### src/rtl/mux_scan_pkg.sv
// rtl/mux_scan_pkg.sv - shared FSM encoding and default parameters for mux_scan_n
package mux_scan_pkg;

    localparam int N_CH_DEF    = 10;
    localparam int W_DEF       = 8;
    localparam int DWELL_W_DEF = 8;

    localparam int STATE_W = 2;
    typedef logic [STATE_W-1:0] state_t;

    localparam state_t ST_IDLE  = 2'd0;
    localparam state_t ST_DWELL = 2'd1;
    localparam state_t ST_EMIT  = 2'd2;

endpackage

### src/rtl/mux_sel_n.sv
// rtl/mux_sel_n.sv - combinational N_CH:1 W-bit selector, zero for out-of-range select
module mux_sel_n #(
    parameter int N_CH = 10,
    parameter int W    = 8,
    parameter int SL_W = $clog2(N_CH)
) (
    input  logic [N_CH*W-1:0] in,
    input  logic [SL_W-1:0]   sel,
    output logic [W-1:0]      data
);

    always_comb begin
        data = '0;
        for (int k = 0; k < N_CH; k++) begin
            if (sel == SL_W'(k)) begin
                data = in[k*W +: W];
            end
        end
    end

endmodule

### src/rtl/mux_scan_n.sv
// rtl/mux_scan_n.sv - N-channel registered mux with direct/scan modes and valid/ready output
// Optional channel mask for scan sweeps: define MUX_SCAN_MASK_EN.
module mux_scan_n
    import mux_scan_pkg::*;
#(
    parameter  int N_CH    = N_CH_DEF,
    parameter  int W       = W_DEF,
    parameter  int DWELL_W = DWELL_W_DEF,
    localparam int SL_W    = $clog2(N_CH)
) (
    input  logic              clk,
    input  logic              rst,
    input  logic [N_CH*W-1:0] in,
    input  logic [SL_W-1:0]   sl,
    input  logic              mode,
    input  logic              start,
    input  logic [DWELL_W-1:0] dwell,
`ifdef MUX_SCAN_MASK_EN
    input  logic [N_CH-1:0]   ch_mask,
`endif
    output logic [W-1:0]      out,
    output logic [SL_W-1:0]   out_ch,
    output logic              out_vld,
    input  logic              out_rdy,
    output logic              busy,
    output logic              err
);

    state_t              state;
    logic [SL_W-1:0]     ptr;
    logic [SL_W-1:0]     sel;
    logic [SL_W-1:0]     nxt_ptr;
    logic [SL_W-1:0]     first_ch;
    logic                has_nxt;
    logic                any_en;
    logic [DWELL_W-1:0]  cnt;
    logic [DWELL_W-1:0]  dwell_lat;
    logic [N_CH-1:0]     scan_mask;
    logic [N_CH-1:0]     start_mask;
    logic [W-1:0]        sel_data;
    logic                free;
    logic                start_scan;

`ifdef MUX_SCAN_MASK_EN
    logic [N_CH-1:0] mask_lat;

    always_ff @(posedge clk) begin
        if (rst) begin
            mask_lat <= '0;
        end else if (start_scan) begin
            mask_lat <= ch_mask;
        end
    end

    assign scan_mask  = mask_lat;
    assign start_mask = ch_mask;
`else
    assign scan_mask  = '1;
    assign start_mask = '1;
`endif

    assign free       = !out_vld || out_rdy;
    assign busy       = (state != ST_IDLE);
    assign start_scan = start && mode && (state == ST_IDLE);
    assign sel        = (state == ST_EMIT) ? ptr : sl;

    // Descending walk leaves the lowest qualifying channel as the final assignment.
    always_comb begin
        nxt_ptr  = '0;
        has_nxt  = 1'b0;
        first_ch = '0;
        any_en   = |start_mask;
        for (int i = N_CH - 1; i >= 0; i--) begin
            if (scan_mask[i] && (SL_W'(i) > ptr)) begin
                nxt_ptr = SL_W'(i);
                has_nxt = 1'b1;
            end
            if (start_mask[i]) begin
                first_ch = SL_W'(i);
            end
        end
    end

    mux_sel_n #(
        .N_CH (N_CH),
        .W    (W),
        .SL_W (SL_W)
    ) u_sel (
        .in   (in),
        .sel  (sel),
        .data (sel_data)
    );

    always_ff @(posedge clk) begin
        if (rst) begin
            state     <= ST_IDLE;
            ptr       <= '0;
            cnt       <= '0;
            dwell_lat <= '0;
            out       <= '0;
            out_ch    <= '0;
            out_vld   <= 1'b0;
            err       <= 1'b0;
        end else begin
            if (out_vld && out_rdy) begin
                out_vld <= 1'b0;
            end
            case (state)
                ST_IDLE: begin
                    if (start_scan) begin
                        if (any_en) begin
                            state     <= ST_DWELL;
                            ptr       <= first_ch;
                            cnt       <= dwell;
                            dwell_lat <= dwell;
                        end else begin
                            err <= 1'b1;
                        end
                    end else if (!mode && !start && free) begin
                        out     <= sel_data;
                        out_ch  <= sl;
                        out_vld <= 1'b1;
                        if ({1'b0, sl} >= (SL_W+1)'(N_CH)) begin
                            err <= 1'b1;
                        end
                    end
                end
                ST_DWELL: begin
                    if (cnt == '0) begin
                        state <= ST_EMIT;
                    end else begin
                        cnt <= cnt - DWELL_W'(1);
                    end
                end
                ST_EMIT: begin
                    if (free) begin
                        out     <= sel_data;
                        out_ch  <= ptr;
                        out_vld <= 1'b1;
                        if (has_nxt) begin
                            ptr   <= nxt_ptr;
                            cnt   <= dwell_lat;
                            state <= ST_DWELL;
                        end else begin
                            state <= ST_IDLE;
                        end
                    end
                end
                default: state <= ST_IDLE;
            endcase
        end
    end

endmodule
### config.mk
export PLATFORM = sky130hd
export DESIGN_NAME = mux_scan_n
export DESIGN_NICKNAME = d
export VERILOG_FILES = /design/src/rtl/mux_scan_pkg.sv /design/src/rtl/mux_sel_n.sv /design/src/rtl/mux_scan_n.sv
export SDC_FILE = /design/constraint.sdc
export NUM_CORES = 1
export LEC_CHECK = 0
export BUFFER_PORTS_ARGS = -buffer_cell sky130_fd_sc_hd__clkbuf_2
export CAP_MARGIN = 10
export CORE_MARGIN = 4
export CORE_UTILIZATION = 39
export CTS_BUF_LIST = sky130_fd_sc_hd__clkbuf_4 sky130_fd_sc_hd__clkbuf_8
export DETAILED_ROUTE_END_ITERATION = 12
export GPL_TIMING_DRIVEN = 0
export HOLD_SLACK_MARGIN = 0.08
export PLACE_DENSITY = 0.75
export REMOVE_ABC_BUFFERS = 1
export SLEW_MARGIN = 20
export SYNTH_ARGS = -nofsm -noshare
export SYNTH_HDL_FRONTEND = slang
export SYNTH_HIERARCHICAL = 1
export SYNTH_SLANG_ARGS = --single-unit
### constraint.sdc
create_clock -name clk -period 5.3 [get_ports clk]
set_input_delay 1.06 -clock clk [delete_from_list [all_inputs] [get_ports clk]]
set_output_delay 1.06 -clock clk [all_outputs]
set_load 0.05 [all_outputs]
==> report_table.html, run 1 <==
<table>
<tr><th>Metric</th><th>Value</th></tr>
<tr><th colspan="2">Status</th></tr>
<tr><td>Result of the run</td><td>finished, final reports clean</td></tr>
<tr><th colspan="2">Timing</th></tr>
<tr><td>Final number of setup-violating endpoints</td><td>0</td></tr>
<tr><td>Remaining max-slew budget at the tightest pin</td><td>32.1%</td></tr>
<tr><td>Setup repair after global routing missed its margin</td><td>no</td></tr>
<tr><td>Final-layout setup total negative slack</td><td>0 ps</td></tr>
<tr><td>Highest Clock Rate</td><td>299 MHz</td></tr>
<tr><td>Pin slew with the least headroom to its limit</td><td>1010 ps</td></tr>
<tr><td>Post-layout min period</td><td>3350 ps</td></tr>
<tr><td>Max-slew violations</td><td>0</td></tr>
<tr><td>Final period utilization</td><td>63.2%</td></tr>
<tr><td>Clock tree skew after final layout</td><td>9.36 ps</td></tr>
<tr><td>Hold violation total from the final report</td><td>0</td></tr>
<tr><th colspan="2">Final layout</th></tr>
<tr><td>Layout Nets</td><td>492</td></tr>
<tr><td>Fillers</td><td>605</td></tr>
<tr><td>Core occupancy in the finished layout</td><td>50.3%</td></tr>
<tr><td>Most common cell after layout, fill and taps aside</td><td>sky130_fd_sc_hd__clkbuf_2</td></tr>
<tr><td>Most frequent cells in the layout</td><td>sky130_fd_sc_hd__clkbuf_2, sky130_fd_sc_hd__dfxtp_1, sky130_fd_sc_hd__nand2_1, sky130_fd_sc_hd__nor2_1, sky130_fd_sc_hd__mux2i_1</td></tr>
<tr><td>Layout cells sized above 1</td><td>37.4%</td></tr>
<tr><td>Final design instance area without fill</td><td>0.00323 mm²</td></tr>
<tr><td>Antenna diode count</td><td>0</td></tr>
<tr><td>Area Overhead vs Synth</td><td>23.5%</td></tr>
<tr><th colspan="2">Worst setup path</th></tr>
<tr><td>Cells along the critical path</td><td>inv_1 -&gt; ha_1 -&gt; mux2_2 -&gt; mux4_1 -&gt; o221ai_1 -&gt; o221ai_1 -&gt; mux2i_1 -&gt; nor2_1</td></tr>
<tr><td>Critical Path Max Stage Delay</td><td>840 ps</td></tr>
<tr><td>Most numerous cell on the critical path</td><td>sky130_fd_sc_hd__o221ai_1</td></tr>
<tr><td>Crit Path Class</td><td>reg2reg</td></tr>
<tr><td>Crit end category</td><td>flop</td></tr>
<tr><td>Critical path data required time</td><td>5440 ps</td></tr>
<tr><td>Crit start category</td><td>flop</td></tr>
<tr><td>Data arrival time of the critical path</td><td>3490 ps</td></tr>
<tr><td>Critical-path maximum fanout</td><td>34</td></tr>
<tr><td>Slowest stage cell, crit path</td><td>sky130_fd_sc_hd__mux2_2</td></tr>
<tr><th colspan="2">CTS</th></tr>
<tr><td>Total of hold buffers inserted after clock tree synthesis</td><td>0</td></tr>
<tr><td>Clock tree root driver cell</td><td>sky130_fd_sc_hd__clkbuf_8</td></tr>
<tr><td>Clock transition at the register clock pins on the worst setup and hold paths after CTS</td><td>70 ps</td></tr>
<tr><td>Number of levels in the clock H-tree</td><td>2</td></tr>
<tr><td>Post-CTS setup-driven buffer insertion count</td><td>0</td></tr>
<tr><td>TritonCTS clock tree</td><td>done</td></tr>
<tr><td>Resized Gates After CTS</td><td>0</td></tr>
<tr><td>Clock latency at the later pin of the worst-skew pair</td><td>280 ps</td></tr>
<tr><td>Clock tree sinks</td><td>36</td></tr>
<tr><td>Clock Path Buffers</td><td>2</td></tr>
<tr><td>Cts bufs inserted</td><td>5</td></tr>
<tr><th colspan="2">GRT</th></tr>
<tr><td>Routing usage on met1</td><td>24.3%</td></tr>
<tr><td>GR Layer Usage met2</td><td>32.0%</td></tr>
<tr><td>Pin count of the biggest net entering global routing</td><td>35</td></tr>
<tr><td>Number of global-route vias before repair</td><td>2665</td></tr>
<tr><td>Met3 Use GR</td><td>2.92%</td></tr>
<tr><td>Total routing usage reported by global routing</td><td>18.6%</td></tr>
<tr><td>Number of antenna violations at the first check in global routing</td><td>0</td></tr>
<tr><td>Grt peak-use layer</td><td>met2</td></tr>
<tr><td>First-pass GRT wire length</td><td>12600 µm</td></tr>
<tr><td>Overflow after GRT</td><td>0</td></tr>
<tr><th colspan="2">Synth</th></tr>
<tr><td>Yosys Warn Count</td><td>6</td></tr>
<tr><td>Number of synthesized register bits</td><td>36</td></tr>
<tr><td>Proportion of synthesized chip area in sequential cells</td><td>27.6%</td></tr>
<tr><td>Post-Syn Instances</td><td>294</td></tr>
<tr><td>Ys flop type</td><td>sky130_fd_sc_hd__dfxtp_1</td></tr>
<tr><td>Post-synth ARST share</td><td>0%</td></tr>
<tr><td>Post-synthesis instance area</td><td>0.00261 mm²</td></tr>
<tr><td>Number of different library cells in the post-synthesis netlist</td><td>56</td></tr>
<tr><td>Post-synth EDFFs</td><td>0</td></tr>
<tr><td>Synthesized area divided by synthesized cell count</td><td>8.89 µm²</td></tr>
<tr><th colspan="2">Placed design</th></tr>
<tr><td>Half-perimeter wire length after placement</td><td>6000 µm</td></tr>
<tr><td>Number of buffers inserted by port buffering</td><td>111</td></tr>
<tr><td>Routability Congestion</td><td>0.898</td></tr>
<tr><td>Area after detailed placement</td><td>0.00314 mm²</td></tr>
<tr><th colspan="2">Routing</th></tr>
<tr><td>Post-DR wirelength/cell</td><td>16.7 µm</td></tr>
<tr><td>Violation count after the first detailed-route iteration</td><td>173</td></tr>
<tr><td>DR DRC count</td><td>0</td></tr>
<tr><td>Number of detailed-routing iterations run before antenna repair</td><td>5</td></tr>
<tr><td>Via Count</td><td>2684</td></tr>
<tr><td>Final antenna-violating net count</td><td>0</td></tr>
<tr><td>Detailed-route vias per instance</td><td>5.75</td></tr>
<tr><td>Total routed wirelength</td><td>7780 µm</td></tr>
<tr><th colspan="2">Floorplanning</th></tr>
<tr><td>Std cell rows</td><td>29</td></tr>
<tr><td>Initial Util</td><td>40.7%</td></tr>
<tr><td>Die Width</td><td>89.9 µm</td></tr>
<tr><td>Placeable Area</td><td>0.00642 mm²</td></tr>
<tr><td>Die Area</td><td>0.00808 mm²</td></tr>
<tr><td>Die Y-Extent</td><td>89.9 µm</td></tr>
<tr><td>Number of primary I/O pins</td><td>112</td></tr>
<tr><th colspan="2">Power</th></tr>
<tr><td>Peak supply drop</td><td>0.277 mV</td></tr>
<tr><td>Total power per unit cell area</td><td>460 mW/mm²</td></tr>
<tr><td>Static Leak</td><td>1.43 nW</td></tr>
<tr><th colspan="2">Job</th></tr>
<tr><td>MaxCap Viol Count</td><td>0</td></tr>
<tr><th colspan="2">Worst hold path</th></tr>
<tr><td>Worst hold path type</td><td>reg2reg</td></tr>
</table>
==> registers in the layout, summed over array words and instances (netlist names) <==
name       count
out_vld        1
out_ch         4
out            8
err            1
cnt            8
ptr            4
state          2
dwell_lat      8
==> through the flow <==
| stage | hold slack (ps) | cells | setup WS [ps] | power [mW] |
|---|---|---|---|---|
| finish | 456 | 467 | 1950 | 1.48 |
| global route | 480 | 467 | 1660 | 1.60 |
| CTS | 457 | 467 | 1950 | 1.48 |
| detailed placement | 447 | 459 | 1960 | 1.28 |
| global placement | 439 | 459 | 2030 | 1.26 |
| floorplan | 426 | 271 | 2500 | 1.07 |
==> area by class of cell <==
class                      instances  area, µm²  share of cell area, %
sequential                        36        721                   22.3
inverter                          14       52.6                   1.63
clock inverter                     3       18.8                  0.581
clock buffer                       5       68.8                   2.13
tap                               77       96.3                   2.98
multi-input combinational        221       1720                   53.1
timing repair buffer             111        556                   17.2
==> power by group <==
part / switching [mW] / leakage, nW / internal [mW] / total, mW
registers: 0.0473 / 0.294 / 0.328 / 0.376
logic: 0.558 / 1.08 / 0.361 / 0.920
clock network: 0.0982 / 0.0479 / 0.0915 / 0.190
total: 0.704 / 1.43 / 0.781 / 1.48
==> cell usage after synthesis, types with 2 or more instances <==
library cell	n	area, µm²
sky130_fd_sc_hd__a221oi_1	3	26.3
sky130_fd_sc_hd__or2_2	2	12.5
sky130_fd_sc_hd__a31o_2	3	26.3
sky130_fd_sc_hd__mux4_2	4	90.1
sky130_fd_sc_hd__a211oi_1	5	37.5
sky130_fd_sc_hd__o221ai_2	2	30.0
sky130_fd_sc_hd__o311a_1	2	20.0
sky130_fd_sc_hd__clkbuf_1	13	48.8
sky130_fd_sc_hd__inv_1	14	52.6
sky130_fd_sc_hd__a211o_1	2	17.5
sky130_fd_sc_hd__nand2b_1	2	12.5
sky130_fd_sc_hd__o31ai_1	4	30.0
sky130_fd_sc_hd__o32ai_1	3	26.3
sky130_fd_sc_hd__buf_6	2	22.5
sky130_fd_sc_hd__o221ai_1	11	96.3
sky130_fd_sc_hd__nand3_1	3	15.0
sky130_fd_sc_hd__o22ai_1	5	31.3
sky130_fd_sc_hd__nor2b_1	3	18.8
sky130_fd_sc_hd__nor3_1	3	15.0
sky130_fd_sc_hd__mux4_1	4	105
sky130_fd_sc_hd__nor2_1	23	86.3
sky130_fd_sc_hd__nand4_1	3	18.8
sky130_fd_sc_hd__or3_1	2	12.5
sky130_fd_sc_hd__mux2_2	12	135
sky130_fd_sc_hd__a22oi_1	6	45.0
sky130_fd_sc_hd__and3_1	2	12.5
sky130_fd_sc_hd__or4_1	3	22.5
sky130_fd_sc_hd__nand2_1	24	90.1
sky130_fd_sc_hd__mux2i_1	22	220
sky130_fd_sc_hd__a41oi_1	2	17.5
sky130_fd_sc_hd__nor3b_1	8	60.1
sky130_fd_sc_hd__a21oi_1	19	95.1
sky130_fd_sc_hd__o21ai_0	9	45.0
sky130_fd_sc_hd__buf_4	2	15.0
sky130_fd_sc_hd__ha_1	6	75.1
sky130_fd_sc_hd__nor4_1	2	12.5
sky130_fd_sc_hd__dfxtp_1	36	721
sky130_fd_sc_hd__buf_2	4	20.0
sky130_fd_sc_hd__a21boi_0	2	15.0
==> worst paths after layout <==
| path | depth (start not counted) | from | slack [ps] | end |
|---|---|---|---|---|
| worst min-delay path | 2 | dwell_lat[3] | 460 | dwell_lat[3] |
| worst min register to register | 2 | dwell_lat[3] | 460 | dwell_lat[3] |
| worst max register to register | 8 | state[0] | 1950 | out[0] |
| worst max-delay path | 8 | state[0] | 1950 | out[0] |
==> cells by family (layout without fill, tap and decap cells) <==
| family | Yosys count | after routing | share of synthesized area, % |
|---|---|---|---|
| DFF | 36 | 36 | 27.6 |
| xor gates and xnor gates | 2 | 2 | 0.670 |
| AOI/OAI and AO/OA | 87 | 87 | 24.7 |
| adders and majority gates | 6 | 6 | 2.87 |
| and+or+nand+nor | 84 | 84 | 16.4 |
| muxes | 42 | 42 | 21.1 |
| buffers and inverters | 37 | 133 | 6.80 |
==> layer usage <==
layer	wire, µm	share of wire [%]	vias up
met2	3980	51	93
met1	3330	43	1266
li1	-	-	1315
met5	0	0	-
met3	351	4.5	10
met4	130	1.7	0
==> critical path: cells and delay by family, from the launching register on <==
kind	cells	cell delay [ps]
buf+inv	1	110
flops	1	330
mux	3	1670
fa+ha+maj	1	720
simple gates	1	50
compound gates	2	340
(Power assumes the default switching activity.)
==> run 2: changes to the inputs <==
ABC_AREA = 1   (was not set)
PLACE_DENSITY = 0.74   (was 0.75)
clock period = 3.3 ns   (was 5.3 ns; I/O delays follow)
==> report_table.html, run 2 <==
<table>
<tr><th>Metric</th><th>Value</th></tr>
<tr><th colspan="2">Routing</th></tr>
<tr><td>Violation count after the first detailed-route iteration</td><td>84 (-51%)</td></tr>
<tr><td>Detailed-route vias per instance</td><td>4.89 (-15%)</td></tr>
<tr><td>Post-DR wirelength/cell</td><td>12.9 µm (-22%)</td></tr>
<tr><td>Total routed wirelength</td><td>8610 µm (+11%)</td></tr>
<tr><td>Number of detailed-routing iterations run before antenna repair</td><td>4 (-1)</td></tr>
<tr><td>Final antenna-violating net count</td><td>0 (unchanged)</td></tr>
<tr><td>Via Count</td><td>3256 (+21%)</td></tr>
<tr><td>DR DRC count</td><td>0 (unchanged)</td></tr>
<tr><th colspan="2">Worst setup path</th></tr>
<tr><td>Length in cells of the worst reg-to-reg path</td><td>13 (+5)</td></tr>
<tr><td>R2R setup slack</td><td>220 ps (-1730 ps)</td></tr>
<tr><td>Critical path data required time</td><td>3490 ps (-1950 ps)</td></tr>
<tr><td>Reg2Reg Launch Point</td><td>state[0]</td></tr>
<tr><td>Critical-path maximum fanout</td><td>20 (-41%)</td></tr>
<tr><td>RR Endpoint</td><td>out[1]</td></tr>
<tr><td>Crit start category</td><td>flop</td></tr>
<tr><td>Data arrival time of the critical path</td><td>3270 ps (-220 ps)</td></tr>
<tr><td>Crit end category</td><td>flop</td></tr>
<tr><td>Crit Path Class</td><td>reg2reg</td></tr>
<tr><th colspan="2">Synth</th></tr>
<tr><td>Most area-consuming cells after synthesis</td><td>sky130_fd_sc_hd__dfxtp_1, sky130_fd_sc_hd__nand2_1, sky130_fd_sc_hd__nor2_1</td></tr>
<tr><td>Number of synthesized register bits</td><td>36 (unchanged)</td></tr>
<tr><td>Top post-synthesis cells by count</td><td>sky130_fd_sc_hd__nand2_1, sky130_fd_sc_hd__nor2_1, sky130_fd_sc_hd__inv_1</td></tr>
<tr><td>Cell with the most instances after synthesis</td><td>sky130_fd_sc_hd__nand2_1</td></tr>
<tr><td>Post-synth ARST share</td><td>0% (unchanged)</td></tr>
<tr><td>Area share of the largest cell type after synthesis</td><td>25.8% (-1.7 points)</td></tr>
<tr><td>Post-synthesis instance area</td><td>0.00279 mm² (+6.7%)</td></tr>
<tr><td>Synthesized area divided by synthesized cell count</td><td>6.01 µm² (-32%)</td></tr>
<tr><td>Post-synth EDFFs</td><td>0 (unchanged)</td></tr>
<tr><td>Post-Syn Instances</td><td>464 (+58%)</td></tr>
<tr><td>Post-synth top area cell</td><td>sky130_fd_sc_hd__dfxtp_1</td></tr>
<tr><td>Number of different library cells in the post-synthesis netlist</td><td>35 (-38%)</td></tr>
<tr><td>Ys flop type</td><td>sky130_fd_sc_hd__dfxtp_1</td></tr>
<tr><td>Yosys Warn Count</td><td>6 (unchanged)</td></tr>
<tr><td>Proportion of synthesized chip area in sequential cells</td><td>25.8% (-1.7 points)</td></tr>
<tr><th colspan="2">CTS</th></tr>
<tr><td>TritonCTS clock tree</td><td>done</td></tr>
<tr><td>Number of levels in the clock H-tree</td><td>2 (unchanged)</td></tr>
<tr><td>Clock Path Buffers</td><td>2 (unchanged)</td></tr>
<tr><td>Total of hold buffers inserted after clock tree synthesis</td><td>0 (unchanged)</td></tr>
<tr><td>Post-CTS setup-driven buffer insertion count</td><td>0 (unchanged)</td></tr>
<tr><td>Clock latency at the later pin of the worst-skew pair</td><td>290 ps (about the same)</td></tr>
<tr><td>Cts bufs inserted</td><td>5 (unchanged)</td></tr>
<tr><td>Clock tree sinks</td><td>36 (unchanged)</td></tr>
<tr><td>Clock transition at the register clock pins on the worst setup and hold paths after CTS</td><td>80 ps (about the same)</td></tr>
<tr><td>Clock tree root driver cell</td><td>sky130_fd_sc_hd__clkbuf_8</td></tr>
<tr><th colspan="2">Worst hold path</th></tr>
<tr><td>Worst hold path type</td><td>reg2reg</td></tr>
<tr><td>Hold Crit Endpoint</td><td>dwell_lat[1]</td></tr>
<tr><td>Worst Hold Launch</td><td>dwell_lat[1]</td></tr>
<tr><td>Worst hold stages</td><td>2 (unchanged)</td></tr>
<tr><th colspan="2">Timing</th></tr>
<tr><td>Hold violation total from the final report</td><td>0 (unchanged)</td></tr>
<tr><td>Max-slew violations</td><td>0 (unchanged)</td></tr>
<tr><td>Post-layout min period</td><td>3080 ps (-268 ps)</td></tr>
<tr><td>Remaining max-slew budget at the tightest pin</td><td>48.9% (+17 points)</td></tr>
<tr><td>Clock tree skew after final layout</td><td>8.87 ps (-0.483 ps)</td></tr>
<tr><td>Final period utilization</td><td>93.4% (+30 points)</td></tr>
<tr><td>Setup repair after global routing missed its margin</td><td>no</td></tr>
<tr><td>Pin slew with the least headroom to its limit</td><td>765 ps (-243 ps)</td></tr>
<tr><td>Highest Clock Rate</td><td>325 MHz (+8.7%)</td></tr>
<tr><td>Final number of setup-violating endpoints</td><td>0 (unchanged)</td></tr>
<tr><th colspan="2">Floorplanning</th></tr>
<tr><td>Die Area</td><td>0.00857 mm² (+6.1%)</td></tr>
<tr><td>Die Y-Extent</td><td>92.6 µm (+3.0%)</td></tr>
<tr><td>Number of primary I/O pins</td><td>112 (unchanged)</td></tr>
<tr><td>Placeable Area</td><td>0.00687 mm² (+7.0%)</td></tr>
<tr><td>Initial Util</td><td>40.6% (-0.096 points)</td></tr>
<tr><td>Die Width</td><td>92.6 µm (+3.0%)</td></tr>
<tr><td>Std cell rows</td><td>30 (+3.4%)</td></tr>
<tr><th colspan="2">Power</th></tr>
<tr><td>Power share of the sequential group</td><td>20.9% (-4.4 points)</td></tr>
<tr><td>Internal power</td><td>1.42 mW (+82%)</td></tr>
<tr><td>Switching share of power</td><td>54.3% (+6.9 points)</td></tr>
<tr><td>Reported net switching power</td><td>1.69 mW (+140%)</td></tr>
<tr><td>Relative contribution of the clock network to total power</td><td>12.6% (-0.2 points)</td></tr>
<tr><td>Overall power</td><td>3.11 mW (+110%)</td></tr>
<tr><td>Peak supply drop</td><td>0.537 mV (+94%)</td></tr>
<tr><td>Total power per unit cell area</td><td>887 mW/mm² (+93%)</td></tr>
<tr><td>Comb power frac</td><td>66.5% (+4.6 points)</td></tr>
<tr><td>Static Leak</td><td>1.80 nW (+26%)</td></tr>
<tr><th colspan="2">Final layout</th></tr>
<tr><td>Area Overhead vs Synth</td><td>25.5%</td></tr>
<tr><td>Most frequent cells in the layout</td><td>sky130_fd_sc_hd__nand2_1, sky130_fd_sc_hd__clkbuf_2, sky130_fd_sc_hd__nor2_1, sky130_fd_sc_hd__inv_1, sky130_fd_sc_hd__nand3_1</td></tr>
<tr><td>Total area of sequential cells</td><td>721 µm² (unchanged)</td></tr>
<tr><td>Core occupancy in the finished layout</td><td>50.9% (+0.68 points)</td></tr>
<tr><td>Fillers</td><td>731 (+21%)</td></tr>
<tr><td>Antenna diode count</td><td>0 (unchanged)</td></tr>
<tr><td>Most common cell after layout, fill and taps aside</td><td>sky130_fd_sc_hd__nand2_1</td></tr>
<tr><td>Largest registers</td><td>cnt: 8 flops, dwell_lat: 8 flops, out: 8 flops</td></tr>
<tr><td>Layout Nets</td><td>672 (+37%)</td></tr>
<tr><td>Footprint of the multi-input gates</td><td>0.00176 mm² (+2.6%)</td></tr>
<tr><td>Layout cells sized above 1</td><td>29.5% (-8.0 points)</td></tr>
<tr><th colspan="2">Job</th></tr>
<tr><td>MaxCap Viol Count</td><td>0 (unchanged)</td></tr>
<tr><th colspan="2">GRT</th></tr>
<tr><td>First-pass GRT wire length</td><td>13900 µm (+10%)</td></tr>
<tr><td>Total routing usage reported by global routing</td><td>19.8% (+1.2 points)</td></tr>
<tr><td>Overflow after GRT</td><td>0 (unchanged)</td></tr>
<tr><td>Number of global-route vias before repair</td><td>3101 (+16%)</td></tr>
<tr><td>Pin count of the biggest net entering global routing</td><td>27 (-23%)</td></tr>
<tr><td>Number of antenna violations at the first check in global routing</td><td>0 (unchanged)</td></tr>
<tr><th colspan="2">Status</th></tr>
<tr><td>Result of the run</td><td>finished, final reports clean</td></tr>
<tr><th colspan="2">Placed design</th></tr>
<tr><td>Routability Congestion</td><td>0.907 (+1.1%)</td></tr>
<tr><td>Number of buffers inserted by port buffering</td><td>111 (unchanged)</td></tr>
<tr><td>Half-perimeter wire length after placement</td><td>6890 µm (+15%)</td></tr>
</table>
==> run 2: cell count changes after synthesis, sizes merged, moves of 9 or more <==
cell / previous run / this run
a21oi: 19 / 32
clkbuf: 13 / 3
inv: 14 / 60
mux2: 12 / 0
mux2i: 22 / 1
nand2: 24 / 121
nand3: 3 / 43
nand4: 3 / 15
nor2: 23 / 89
nor3b: 9 / 0
o21ai: 9 / 29
o221ai: 13 / 0
==> run 2: per-stage QoR <==
step | setup WS [ps] | TNS (ps) | hold slack (ps) | cell area (µm²) | instances
after floorplan | 640 | 0 | 432 | 2700 | 451
after global placement | -68.6 | -193 | 448 | 3380 | 658
after detailed placement | -147 | -615 | 449 | 3380 | 658
after CTS | 163 | 0 | 459 | 3490 | 666
after global routing | 0.0762 | 0 | 488 | 3500 | 666
final | 219 | 0 | 458 | 3500 | 666
==> run 2: cells by family (layout without fill, tap and decap cells) <==
group	Yosys count	after routing	share of synthesized area [%]
compound gates	67	67	12.8
fa+ha+maj	6	6	2.69
buf+inv	74	180	11.4
flops	36	36	25.8
mux	1	1	0.359
simple gates	280	280	46.8
==> run 2: what timing repair did <==
item                                    CTS  global route
endpoints found under the setup margin    7             8
gates resized for setup                   1             2
hold endpoints to repair                  0             0
==> run 2: how the worst max path moves through the flow <==
| stage | from | slack [ps] | cells past startpoint | endpoint |
|---|---|---|---|---|
| floorplan | state[0] | 640 | 14 | out[3] |
| global placement | state[0] | -70 | 14 | out[3] |
| detailed placement | state[0] | -150 | 14 | out[3] |
| CTS | state[0] | 160 | 14 | out[3] |
| global route | state[0] | 0.08 | 13 | out[3] |
| finish | state[0] | 220 | 13 | out[1] |
==> run 2: layout make-up <==
class	instances	share of cell area [%]
multi-input cells	354	50.3
flip-flops and latches	36	20.6
repair buffers	111	15.9
inverters	61	6.65
well taps	96	3.43
clock buffers	5	1.97
clock inverters	3	1.22
==> run 2: layer usage <==
metal / GRT usage, % / routed length (µm) / up-vias
met5: 0 / 0 / -
met2: 36.3 / 4140 / 133
met4: 5.32 / 132 / 0
met1: 23.2 / 3660 / 1418
met3: 4.06 / 678 / 12
li1: - / - / 1693
==> run 2: critical path: stages, from the launching register on <==
cell and delay [ps]:
sky130_fd_sc_hd__dfxtp_1 350, sky130_fd_sc_hd__inv_1 90, sky130_fd_sc_hd__ha_1 590, sky130_fd_sc_hd__inv_2 150, sky130_fd_sc_hd__a21oi_1 620, sky130_fd_sc_hd__nor2_4 230
sky130_fd_sc_hd__nand2_1 240, sky130_fd_sc_hd__nor2_1 60, sky130_fd_sc_hd__nor2_1 100, sky130_fd_sc_hd__nand4_1 120, sky130_fd_sc_hd__nand2_1 110, sky130_fd_sc_hd__nand4_1 90
sky130_fd_sc_hd__nor2_1 160, sky130_fd_sc_hd__nor2_1 70
==> run 2: power groups by stage <==
stage	registers [mW]	clock network, mW	logic, mW
after floorplan	0.840	0	1.39
after global placement	0.651	0	2.02
after detailed placement	0.654	0	2.05
after CTS	0.647	0.405	2.07
after global routing	0.664	0.426	2.32
final	0.649	0.391	2.07
